### src/rtl/ibuf_loader.sv
// ibuf_loader: upstream feeder for the four column input buffers of the MAC array.
// On an accepted START it reads one N x N row-major 8-bit matrix from the operand
// SRAM and loads A[r][c] into column buffer c, slot r. It then issues a
// column-skewed ENDown burst and finishes with a one-cycle DONE pulse.
// Phases: IDLE -> LOAD (N*N reads) -> FLUSH (2) -> DRAIN (2N-1) -> FIN (1).
// All outputs come straight from registers.
module ibuf_loader #(
  parameter int N  = 4,
  parameter int DW = 8,
  parameter int AW = 10
) (
  input  logic          CLK,
  input  logic          RST,
  input  logic          START,
  input  logic [AW-1:0] BASE,
  output logic          MEM_RE,
  output logic [AW-1:0] MEM_ADDR,
  input  logic [DW-1:0] MEM_RDATA,
  output logic [N-1:0]  WriteEN,
  output logic [1:0]    ICOL,
  output logic [DW-1:0] IWord8,
  output logic [N-1:0]  ENDown,
  output logic          BUSY,
  output logic          DONE
);

  // FSM encoding
  localparam logic [2:0] S_IDLE  = 3'd0;
  localparam logic [2:0] S_LOAD  = 3'd1;
  localparam logic [2:0] S_FLUSH = 3'd2;
  localparam logic [2:0] S_DRAIN = 3'd3;
  localparam logic [2:0] S_FIN   = 3'd4;

  // Last element index of the load, last flush cycle, last drain step.
  localparam logic [3:0] LP_K_LAST     = 4'(N * N - 1);
  localparam logic [3:0] LP_FLUSH_LAST = 4'd1;
  localparam logic [3:0] LP_J_LAST     = 4'(2 * N - 2);

  // One-hot column select for the load strobe.
  function automatic logic [N-1:0] f_onehot(input logic [1:0] idx);
    logic [N-1:0] v;
    v      = {N{1'b0}};
    v[idx] = 1'b1;
    return v;
  endfunction

  // Skewed emit window: column c is enabled for drain steps c .. c+N-1.
  function automatic logic [N-1:0] f_skew_window(input logic [3:0] j);
    logic [N-1:0] v;
    v = {N{1'b0}};
    for (int c = 0; c < N; c++) begin
      v[c] = (int'(j) >= c) && (int'(j) <= c + N - 1);
    end
    return v;
  endfunction

  // Control state
  logic [2:0]    r_state;
  logic [3:0]    r_cnt;      // element index k in LOAD, flush step, drain step j
  logic [AW-1:0] r_base_q;

  // Read-return pipeline: marks the cycle in which MEM_RDATA is valid and
  // remembers which element index it belongs to.
  logic          r_p1_vld;
  logic [3:0]    r_p1_k;

  // Output registers
  logic          r_mem_re;
  logic [AW-1:0] r_mem_addr;
  logic [N-1:0]  r_wen;
  logic [1:0]    r_icol;
  logic [DW-1:0] r_word;
  logic [N-1:0]  r_endown;
  logic          r_busy;
  logic          r_done;

  // Next-state values
  logic [2:0]    w_state_nxt;
  logic [3:0]    w_cnt_nxt;
  logic [3:0]    w_cnt_inc;
  logic [AW-1:0] w_base_nxt;
  logic          w_re_nxt;
  logic [AW-1:0] w_addr_nxt;
  logic [N-1:0]  w_endown_nxt;
  logic          w_done_nxt;
  logic          w_busy_nxt;
  logic [N-1:0]  w_wen_nxt;
  logic [1:0]    w_icol_nxt;
  logic [DW-1:0] w_word_nxt;

  assign w_cnt_inc  = r_cnt + 4'd1;
  // BUSY covers every non-idle cycle, including the FIN cycle carrying DONE.
  assign w_busy_nxt = (w_state_nxt != S_IDLE);

  // Sequencer: next state, counter, read request and drain strobes.
  always_comb begin
    w_state_nxt  = r_state;
    w_cnt_nxt    = r_cnt;
    w_base_nxt   = r_base_q;
    w_re_nxt     = 1'b0;
    w_addr_nxt   = {AW{1'b0}};
    w_endown_nxt = {N{1'b0}};
    w_done_nxt   = 1'b0;
    case (r_state)
      S_IDLE: begin
        if (START) begin
          w_state_nxt = S_LOAD;
          w_base_nxt  = BASE;
          w_cnt_nxt   = 4'd0;
          w_re_nxt    = 1'b1;
          w_addr_nxt  = BASE;
        end else begin
          w_state_nxt = S_IDLE;
        end
      end
      S_LOAD: begin
        if (r_cnt == LP_K_LAST) begin
          w_state_nxt = S_FLUSH;
          w_cnt_nxt   = 4'd0;
        end else begin
          w_cnt_nxt  = w_cnt_inc;
          w_re_nxt   = 1'b1;
          // Modulo 2^AW: the address is allowed to wrap past the top of memory.
          w_addr_nxt = r_base_q + {{(AW-4){1'b0}}, w_cnt_inc};
        end
      end
      S_FLUSH: begin
        if (r_cnt == LP_FLUSH_LAST) begin
          w_state_nxt  = S_DRAIN;
          w_cnt_nxt    = 4'd0;
          w_endown_nxt = f_skew_window(4'd0);
        end else begin
          w_cnt_nxt = w_cnt_inc;
        end
      end
      S_DRAIN: begin
        if (r_cnt == LP_J_LAST) begin
          w_state_nxt = S_FIN;
          w_cnt_nxt   = 4'd0;
          w_done_nxt  = 1'b1;
        end else begin
          w_cnt_nxt    = w_cnt_inc;
          w_endown_nxt = f_skew_window(w_cnt_inc);
        end
      end
      S_FIN: begin
        w_state_nxt = S_IDLE;
        w_cnt_nxt   = 4'd0;
      end
      default: begin
        w_state_nxt = S_IDLE;
        w_cnt_nxt   = 4'd0;
      end
    endcase
  end

  // Load strobe generation: one cycle after read data returns, steer it to
  // column (k mod N), slot (k / N); otherwise the load bus idles at zero.
  always_comb begin
    w_wen_nxt  = {N{1'b0}};
    w_icol_nxt = 2'd0;
    w_word_nxt = {DW{1'b0}};
    if (r_p1_vld) begin
      w_wen_nxt  = f_onehot(r_p1_k[1:0]);
      w_icol_nxt = r_p1_k[3:2];
      w_word_nxt = MEM_RDATA;
    end else begin
      w_wen_nxt  = {N{1'b0}};
      w_icol_nxt = 2'd0;
      w_word_nxt = {DW{1'b0}};
    end
  end

  // State, pipeline and output registers with synchronous reset; reset aborts
  // any transfer in flight, including reads whose data has not yet been loaded.
  always_ff @(posedge CLK) begin
    if (RST) begin
      r_state    <= S_IDLE;
      r_cnt      <= 4'd0;
      r_base_q   <= {AW{1'b0}};
      r_p1_vld   <= 1'b0;
      r_p1_k     <= 4'd0;
      r_mem_re   <= 1'b0;
      r_mem_addr <= {AW{1'b0}};
      r_wen      <= {N{1'b0}};
      r_icol     <= 2'd0;
      r_word     <= {DW{1'b0}};
      r_endown   <= {N{1'b0}};
      r_busy     <= 1'b0;
      r_done     <= 1'b0;
    end else begin
      r_state    <= w_state_nxt;
      r_cnt      <= w_cnt_nxt;
      r_base_q   <= w_base_nxt;
      r_p1_vld   <= r_mem_re;
      r_p1_k     <= r_cnt;
      r_mem_re   <= w_re_nxt;
      r_mem_addr <= w_addr_nxt;
      r_wen      <= w_wen_nxt;
      r_icol     <= w_icol_nxt;
      r_word     <= w_word_nxt;
      r_endown   <= w_endown_nxt;
      r_busy     <= w_busy_nxt;
      r_done     <= w_done_nxt;
    end
  end

  assign MEM_RE   = r_mem_re;
  assign MEM_ADDR = r_mem_addr;
  assign WriteEN  = r_wen;
  assign ICOL     = r_icol;
  assign IWord8   = r_word;
  assign ENDown   = r_endown;
  assign BUSY     = r_busy;
  assign DONE     = r_done;

endmodule

### config.mk
export PLATFORM = sky130hd
export DESIGN_NAME = ibuf_loader
export DESIGN_NICKNAME = d
export VERILOG_FILES = /design/src/rtl/ibuf_loader.sv
export SDC_FILE = /design/constraint.sdc
export NUM_CORES = 1
export LEC_CHECK = 0
export CAP_MARGIN = 20
export CORE_MARGIN = 2
export CORE_UTILIZATION = 53
export CTS_CLUSTER_DIAMETER = 50
export DETAILED_ROUTE_END_ITERATION = 8
export PLACE_DENSITY = 0.84
export SYNTH_ARGS = -nofsm -noshare
export SYNTH_HDL_FRONTEND = slang
export SYNTH_SLANG_ARGS = --single-unit
### constraint.sdc
create_clock -name CLK -period 7.3 [get_ports CLK]
set_clock_uncertainty 0.1 [all_clocks]
set_input_delay 2.19 -clock CLK [delete_from_list [all_inputs] [get_ports CLK]]
set_output_delay 2.19 -clock CLK [all_outputs]
set_load 0.01 [all_outputs]
==> metrics.txt, run 1 <==
status complete, no violations; worst path required time 7.44 ns; Worst Hold Class reg -> reg; Post-CTS Resized 0; HPWL after DPL 3440 um; CORE AREA 4000 um2; dominant cells by area after synthesis dfxtp_1, nand2_1, ha_1; Final period util 57.9%; synth cell count leaders dfxtp_1, nand2_1, a21oi_1, nor2_1, clkbuf_1; Final Hold Fails 0; die height 68.5 um; Setup violations, final 0; CTS Buffer Depth 2; ant diodes 0; pin count of the biggest net entering global routing 21; Reg2Reg Depth 8; Synth warnings 0; share of layout cells above drive strength 1 4.50%; CTS sink count 53; post-synth top area cell dfxtp_1; worst path cell trace clkdlybuf4s50_1 > or3_1 > nor2_1 > or4b_1 > o211ai_1; Die ar. 4700 um2; Routed Wire Length 4840 um; Mean Syn Cell Area 9.08 um2; unrepaired setup endpoints after global routing no; fillers 333; vias in the first global route 1674; Hold Buf Count CTS 0; critical path's largest stage delay 0.77 ns; Max VDD drop 0.000109 V; clock root buffer clkbuf_8; kind of critical path in -> reg; slowest stage cell, crit path clkdlybuf4s50_1; post-route insts no fill 339; via count 1879; synthesized flop and latch total 53; DR vias/cell 5.54; Placed Instances 331; post-CTS setup buffers 0; sequential area share after synthesis 48.1%; global placement routability congestion 0.891; layout net count 318; sequential cell area 1060 um2; setup slack after layout 3.08 ns; Async S/R FF share, synth 0%; CTS buffer count 5; Slew @ Worst Pin 0.964 ns; clk slew on worst S/H paths 0.09 ns; TNS Setup 0 ns; DR iter-0 viols 73; crit path max fanout 20; Syn-to-layout area delta 29.2%; arrival time worst endpoint 4.36 ns; Post-synth EDFFs 0; Post-Synthesis Cells 243; Post-Synthesis Cell Area 2210 um2; post-synth top area share 48.1%; max_cap viols 0; Leakage 1.09 nW; num rows 23; Post-Route Hold Slack 0.342 ns; Routed Antenna Nets 0; port bufs 51; Slew Viols, Final 0; power density over the cells 204 nW/um2; Clock Latency Late Sink 0.31 ns; Unique masters post-synth 45; starting density of the core 55.2%; total gr overflow 0; global-route wire length before repair 7710 um; worst hold path stage count 1; relative slew slack 35.6%; most numerous cell in the Yosys netlist dfxtp_1; syn_nets 273; Final min period 4.22 ns; Worst setup EP type flip-flop; antenna violations before repair 0; GRT Overall Usage 22.2%; Primary FF master, synth dfxtp_1; WL/cell 14.3 um; maximum clock rate 237 MHz; Area after DPL 2730 um2; die width 68.5 um; Pre-Repair DR Iteration Count 4; CTS tree done; drt drc 0; CP Launch Type input port; post-route cell area 2850 um2; footprint of the multi-input gates 1060 um2; num ports 52; H-tree levels 2; Place WS 2.79 ns
-- final timing paths --
| kind | slack, ns | end | startpoint |
|---|---|---|---|
| setup / recovery | 3.08 | MEM_ADDR[9] | RST |
| setup reg to reg | 4.41 | MEM_ADDR[9] | r_cnt[2] |
| hold reg to reg | 0.34 | ICOL[1] | r_p1_k[3] |
| hold / removal | 0.34 | ICOL[1] | r_p1_k[3] |
-- cells by family after synthesis --
family          synth area share, %
compound gates                 16.1
xor+xnor                       1.19
fa+ha+maj                      5.44
buf+inv                        3.74
flops                          48.1
mux                           0.454
simple gates                   25.0
-- sequential cells by signal, summed over array words and instances (netlist names), 2 cells and up --
name / cells
ENDown: 4
r_state: 3
MEM_ADDR: 10
r_base_q: 10
WriteEN: 4
r_p1_k: 4
IWord8: 8
r_cnt: 4
ICOL: 2
-- through the flow --
step | total power [W] | utilization (%)
final | 0.000582 | 71.3
after global routing | 0.000606 | 71.3
after CTS | 0.000587 | 71.3
after detailed placement | 0.000382 | 68.3
after global placement | 0.000380 | 68.3
after floorplan | 0.000352 | -
-- per-layer routing --
metal,track usage [%],share of wire (%),up-vias
met2,35.6,45,80
met5,0,0,-
met3,3.90,8.1,5
met4,10.0,1.6,0
li1,-,-,946
met1,29.3,45,848
-- layout make-up --
class,count,area share (%)
clock buffers,6,2.90
inverters,9,1.18
flip-flops and latches,53,37.2
repair buffers,51,17.9
well taps,50,2.19
clock inverters,2,1.32
multi-input cells,168,37.3
-- report_power, final --
| group | leakage [nW] | internal [W] | switching [W] |
|---|---|---|---|
| registers | 0.432 | 0.000300 | 0.0000102 |
| logic | 0.596 | 0.0000342 | 0.0000316 |
| clock network | 0.0574 | 0.000111 | 0.0000945 |
-- placed cells by master (no fill, tap or decap), types with 5 or more instances in the layout --
| master | instances |
|---|---|
| o21ai_0 | 6 |
| dfxtp_1 | 53 |
| o211ai_1 | 5 |
| and2_1 | 11 |
| nand3_1 | 7 |
| nor2b_1 | 6 |
| inv_1 | 9 |
| ha_1 | 8 |
| a21oi_1 | 18 |
| clkbuf_8 | 6 |
| nor2_1 | 14 |
| nand2_1 | 31 |
| clkdlybuf4s50_1 | 51 |
-- worst max-delay path, delay by kind of cell --
family,cells,cell delay (ns)
compound gates,1,0.10
buf+inv,1,0.77
simple gates,3,1.29
Note: power is estimated with default switching activity, not from simulation.
==> run 2, diff against run 1 <==
--- a/config.mk
+++ b/config.mk
@@ -7,10 +7,10 @@
 export LEC_CHECK = 0
 export CAP_MARGIN = 20
 export CORE_MARGIN = 2
-export CORE_UTILIZATION = 53
+export CORE_UTILIZATION = 49
 export CTS_CLUSTER_DIAMETER = 50
 export DETAILED_ROUTE_END_ITERATION = 8
-export PLACE_DENSITY = 0.84
+export PLACE_DENSITY = 0.79
 export SYNTH_ARGS = -nofsm -noshare
 export SYNTH_HDL_FRONTEND = slang
 export SYNTH_SLANG_ARGS = --single-unit
==> constraint.sdc (replaced) <==
create_clock -name CLK -period 4.38 [get_ports CLK]
set_clock_uncertainty 0.1 [all_clocks]
set_input_delay 1.314 -clock CLK [delete_from_list [all_inputs] [get_ports CLK]]
set_output_delay 1.314 -clock CLK [all_outputs]
set_load 0.01 [all_outputs]
==> run 2 against run 1 <==
Against the previous run:
- first-iteration DRC count up 19%
- critical path type unchanged
- clock power increased by 67%
- via count decreased by 0.64%
- hold slack got worse by 0.011 ns
==> metrics.txt, run 2 (synthesis results as in run 1) <==
relative slew slack 36.1%; Reg2Reg Depth 8; hold endpoint ICOL[0]; post-route insts no fill 342; worst hold path stage count 1; num rows 24; Slew Viols, Final 0; vias in the first global route 1695; clock root buffer clkbuf_8; arrival time worst endpoint 3.15 ns; Reg power frac 53.3%; switching pwr 0.000229 W; starting density of the core 50.7%; Sw Share 23.5%; clk slew on worst S/H paths 0.09 ns; leading cell type in the layout, fill and taps excluded dfxtp_1; Placed Instances 334; clock share of power 35.4%; worst r2r dst MEM_ADDR[9]; Post-CTS Resized 0; CP Launch Type input port; Worst Hold Class reg -> reg; DR vias/cell 5.46; hold wc startpoint r_p1_k[2]; slowest stage cell, crit path or3_1; via count 1867; CORE AREA 4350 um2; most frequent cells in the layout dfxtp_1, clkdlybuf4s50_1, nand2_1; HPWL after DPL 3340 um; die width 71.1 um; FF-to-FF Start r_cnt[2]; WL/cell 13.6 um; TNS Setup 0 ns; power density over the cells 340 nW/um2; share of layout cells above drive strength 1 4.83%; die height 71.1 um; Worst setup EP type flip-flop; total gr overflow 0; CTS sink count 53; Final min period 3.01 ns; post-CTS setup buffers 0; Slew @ Worst Pin 0.957 ns; Final Hold Fails 0; CTS tree done; antenna violations before repair 0; Pre-Repair DR Iteration Count 4; Routed Antenna Nets 0; num ports 52; Routed Wire Length 4670 um; CTS buffer count 5; maximum clock rate 332 MHz; Die ar. 5060 um2; global-route wire length before repair 7920 um; unrepaired setup endpoints after global routing no; Clock Latency Late Sink 0.31 ns; pin count of the biggest net entering global routing 18; Max VDD drop 0.000189 V; CTS Buffer Depth 2; status complete, no violations; Pwr Total 0.000972 W; Syn-to-layout area delta 29.6%; GRT Overall Usage 19.8%; crit path max fanout 13; port bufs 51; max_cap viols 0; Leakage 1.09 nW; ant diodes 0; P_int 0.000743 W; combinational cell fraction of total power 11.3%; worst path cell trace clkdlybuf4s50_1 > or3_1 > nor2_1 > or4b_1 > o211ai_1; H-tree levels 2; Setup violations, final 0; layout net count 319; DR iter-0 viols 87; worst reg2reg setup slack 1.58 ns; critical path's largest stage delay 0.58 ns; worst path required time 4.52 ns; Hold Buf Count CTS 0; Final period util 68.7%; drt drc 0; global placement routability congestion 0.862; kind of critical path in -> reg
run 2: area by class of cell:
cell class                      instances  area (um2)
Clock buffer                            6        82.6
Timing Repair Buffer                   52         518
Multi-Input combinational cell        168        1060
Clock inverter                          2        37.5
Sequential cell                        53        1060
Tap cell                               52        65.1
Inverter                                9        33.8
Fill cell                             359        1490
run 2: worst max-delay path by stage:
stage | startpoint | end | slack [ns]
2_1_floorplan | RST | r_cnt[1] | 1.74
3_3_place_gp | RST | MEM_ADDR[9] | 1.12
3_5_place_dp | RST | MEM_ADDR[8] | 1.07
4_1_cts | RST | MEM_ADDR[8] | 1.39
5_1_grt | RST | MEM_ADDR[9] | 1.24
6_report | RST | MEM_ADDR[8] | 1.37
run 2: power groups by stage:
stage / combinational (W) / clock (W) / sequential (W)
finish: 0.000110 / 0.000344 / 0.000518
global route: 0.000121 / 0.000370 / 0.000521
CTS: 0.000110 / 0.000349 / 0.000518
detailed placement: 0.000110 / 0 / 0.000529
global placement: 0.000107 / 0 / 0.000528
floorplan: 0.0000625 / 0 / 0.000524
run 2: per-stage QoR:
| step | utilization, % | hold WS (ns) | setup slack, ns | instance area [um2] |
|---|---|---|---|---|
| after floorplan | - | 0.306 | 1.74 | 2210 |
| after global placement | 63.0 | 0.311 | 1.12 | 2740 |
| after detailed placement | 63.0 | 0.314 | 1.07 | 2740 |
| after CTS | 65.7 | 0.336 | 1.39 | 2860 |
| after global routing | 65.7 | 0.361 | 1.24 | 2860 |
| final | 65.7 | 0.331 | 1.37 | 2860 |
run 2: worst max-delay path: cells and delay by family:
| kind | cells | cell delay, ns |
|---|---|---|
| AOI/OAI and AO/OA | 1 | 0.09 |
| and+or+nand+nor | 3 | 1.18 |
| buffers and inverters | 1 | 0.56 |
run 2: per-layer routing:
layer  global-route usage (%)  vias up  part of all wire [%]  routed length [um]
met3                     3.85        9                   7.3                 339
met4                     8.18        0                   2.0                  92
li1                         -      947                     -                   -
met2                     30.3       78                    45                2090
met5                        0        -                     0                   0
met1                     27.6      833                    46                2150
==> run 3, diff against run 2 <==
==> constraint.sdc (replaced) <==
create_clock -name CLK -period 2.8 [get_ports CLK]
set_clock_uncertainty 0.1 [all_clocks]
set_input_delay 0.84 -clock CLK [delete_from_list [all_inputs] [get_ports CLK]]
set_output_delay 0.84 -clock CLK [all_outputs]
set_load 0.01 [all_outputs]
==> run 3 against run 2 <==
Against the previous run:
- die area unchanged
- combinational power up 74%
- global-route usage up 0.52 points
- non-clock buffer count up 9
- final cell count up 2.6%
- clock power up 23%
- sequential share of layout area down 0.45 points
- power up 46%
- via count up 3.7%
- highest routed layer unchanged
==> metrics.txt, run 3 (synthesis results as in run 1) <==
status complete, no violations; Reg power frac 56.6%; vias in the first global route 1854; Final min period 2.53 ns; clk slew on worst S/H paths 0.09 ns; total gr overflow 0; Die ar. 5060 um2; Final period util 90.3%; via count 1936; clock share of power 29.9%; post-route insts no fill 351; starting density of the core 50.7%; clock root buffer clkbuf_8; num rows 24; CTS tree done; Pwr Total 0.00142 W; Syn-to-layout area delta 31.2%; FF-to-FF Start r_cnt[0]; Worst Setup SP r_cnt[0]; Pre-Repair DR Iteration Count 4; GR Util met3 5.27%; CTS Buffer Depth 2; GR Util met1 26.3%; worst hold path stage count 1; leading cell type in the layout, fill and taps excluded dfxtp_1; Leakage 1.12 nW; Worst Hold Class reg -> reg; CORE AREA 4350 um2; DR vias/cell 5.52; H-tree levels 2; share of layout cells above drive strength 1 7.36%; most frequent cells in the layout dfxtp_1, clkdlybuf4s50_1, nand2_1; Slew Viols, Final 0; kind of critical path reg -> reg; HPWL after DPL 3560 um; CP Launch Type flip-flop; layout net count 328; unrepaired setup endpoints after global routing no; relative slew slack 73.3%; Placed Instances 343; pin count of the biggest net entering global routing 17; Clock Latency Late Sink 0.30 ns; global placement routability congestion 0.859; drt drc 0; arrival time worst endpoint 2.66 ns; Worst setup EP type flip-flop; worst path required time 2.93 ns; Post-CTS Resized 0; switching pwr 0.000359 W; Routed Antenna Nets 0; GRT Overall Usage 20.4%; die height 71.1 um; crit path max fanout 7; CTS sink count 53; TNS Setup 0 ns; ant diodes 0; hold wc startpoint r_p1_k[2]; Sw Share 25.3%; DR iter-0 viols 112; port bufs 51; antenna violations before repair 0; maximum clock rate 395 MHz; global-route wire length before repair 8340 um; Setup violations, final 0; num ports 52; die width 71.1 um; CTS buffer count 5; combinational cell fraction of total power 13.5%; power density over the cells 490 nW/um2; GR peak layer met2; met2 usage 33.5%; Slew @ Worst Pin 0.399 ns; P_int 0.00106 W; max_cap viols 0; Final Hold Fails 0; Reg2Reg Depth 8; Max VDD drop 0.000316 V; Place WS 0.264 ns; Routed Wire Length 4840 um; setup slack after layout 0.271 ns; Hold Buf Count CTS 0; WL/cell 13.8 um; post-CTS setup buffers 0
## run 3: area by class of cell
class                           instances  area, um2
Clock buffer                            6       72.6
Clock inverter                          2       15.0
Fill cell                             364       1460
Inverter                                9       33.8
Multi-Input combinational cell        168       1060
Sequential cell                        53       1060
Tap cell                               52       65.1
Timing Repair Buffer                   61        586
## run 3: worst paths after layout
check,slack (ns),endpoint
worst max-delay path,0.27,MEM_ADDR[9]
worst min-delay path,0.34,ICOL[0]
worst max register to register,0.27,MEM_ADDR[9]
worst min register to register,0.34,ICOL[0]
## run 3: layer usage
metal	wire (um)	vias to the layer above	part of all wire, %
met2	2240	60	46
met5	0	-	0
met4	73	0	1.5
li1	-	971	-
met1	2230	895	46
met3	301	10	6.2
## run 3: worst max-delay path: stages (launching register included)
cell and delay (ns):
dfxtp_1 0.38, ha_1 0.25, xnor2_1 0.27, inv_1 0.08, ha_1 0.37, o21ai_0 0.13
o21ba_2 0.26, or4b_1 0.52, o211ai_1 0.09
## run 3: power by group through the flow
stage,Combinational (W),Sequential (W),Clock [W]
after CTS,0.000191,0.000803,0.000434
after global placement,0.000186,0.000819,0
final,0.000191,0.000803,0.000424
after global routing,0.000209,0.000807,0.000468
after floorplan,0.0000978,0.000820,0
after detailed placement,0.000190,0.000820,0
## run 3: per-stage QoR
stage / instance area [um2] / hold WS [ns] / utilization [%]
global placement: 2810 / 0.309 / 64.5
detailed placement: 2810 / 0.314 / 64.5
global route: 2900 / 0.354 / 66.5
CTS: 2900 / 0.342 / 66.5
floorplan: 2210 / 0.306 / -
finish: 2900 / 0.337 / 66.5
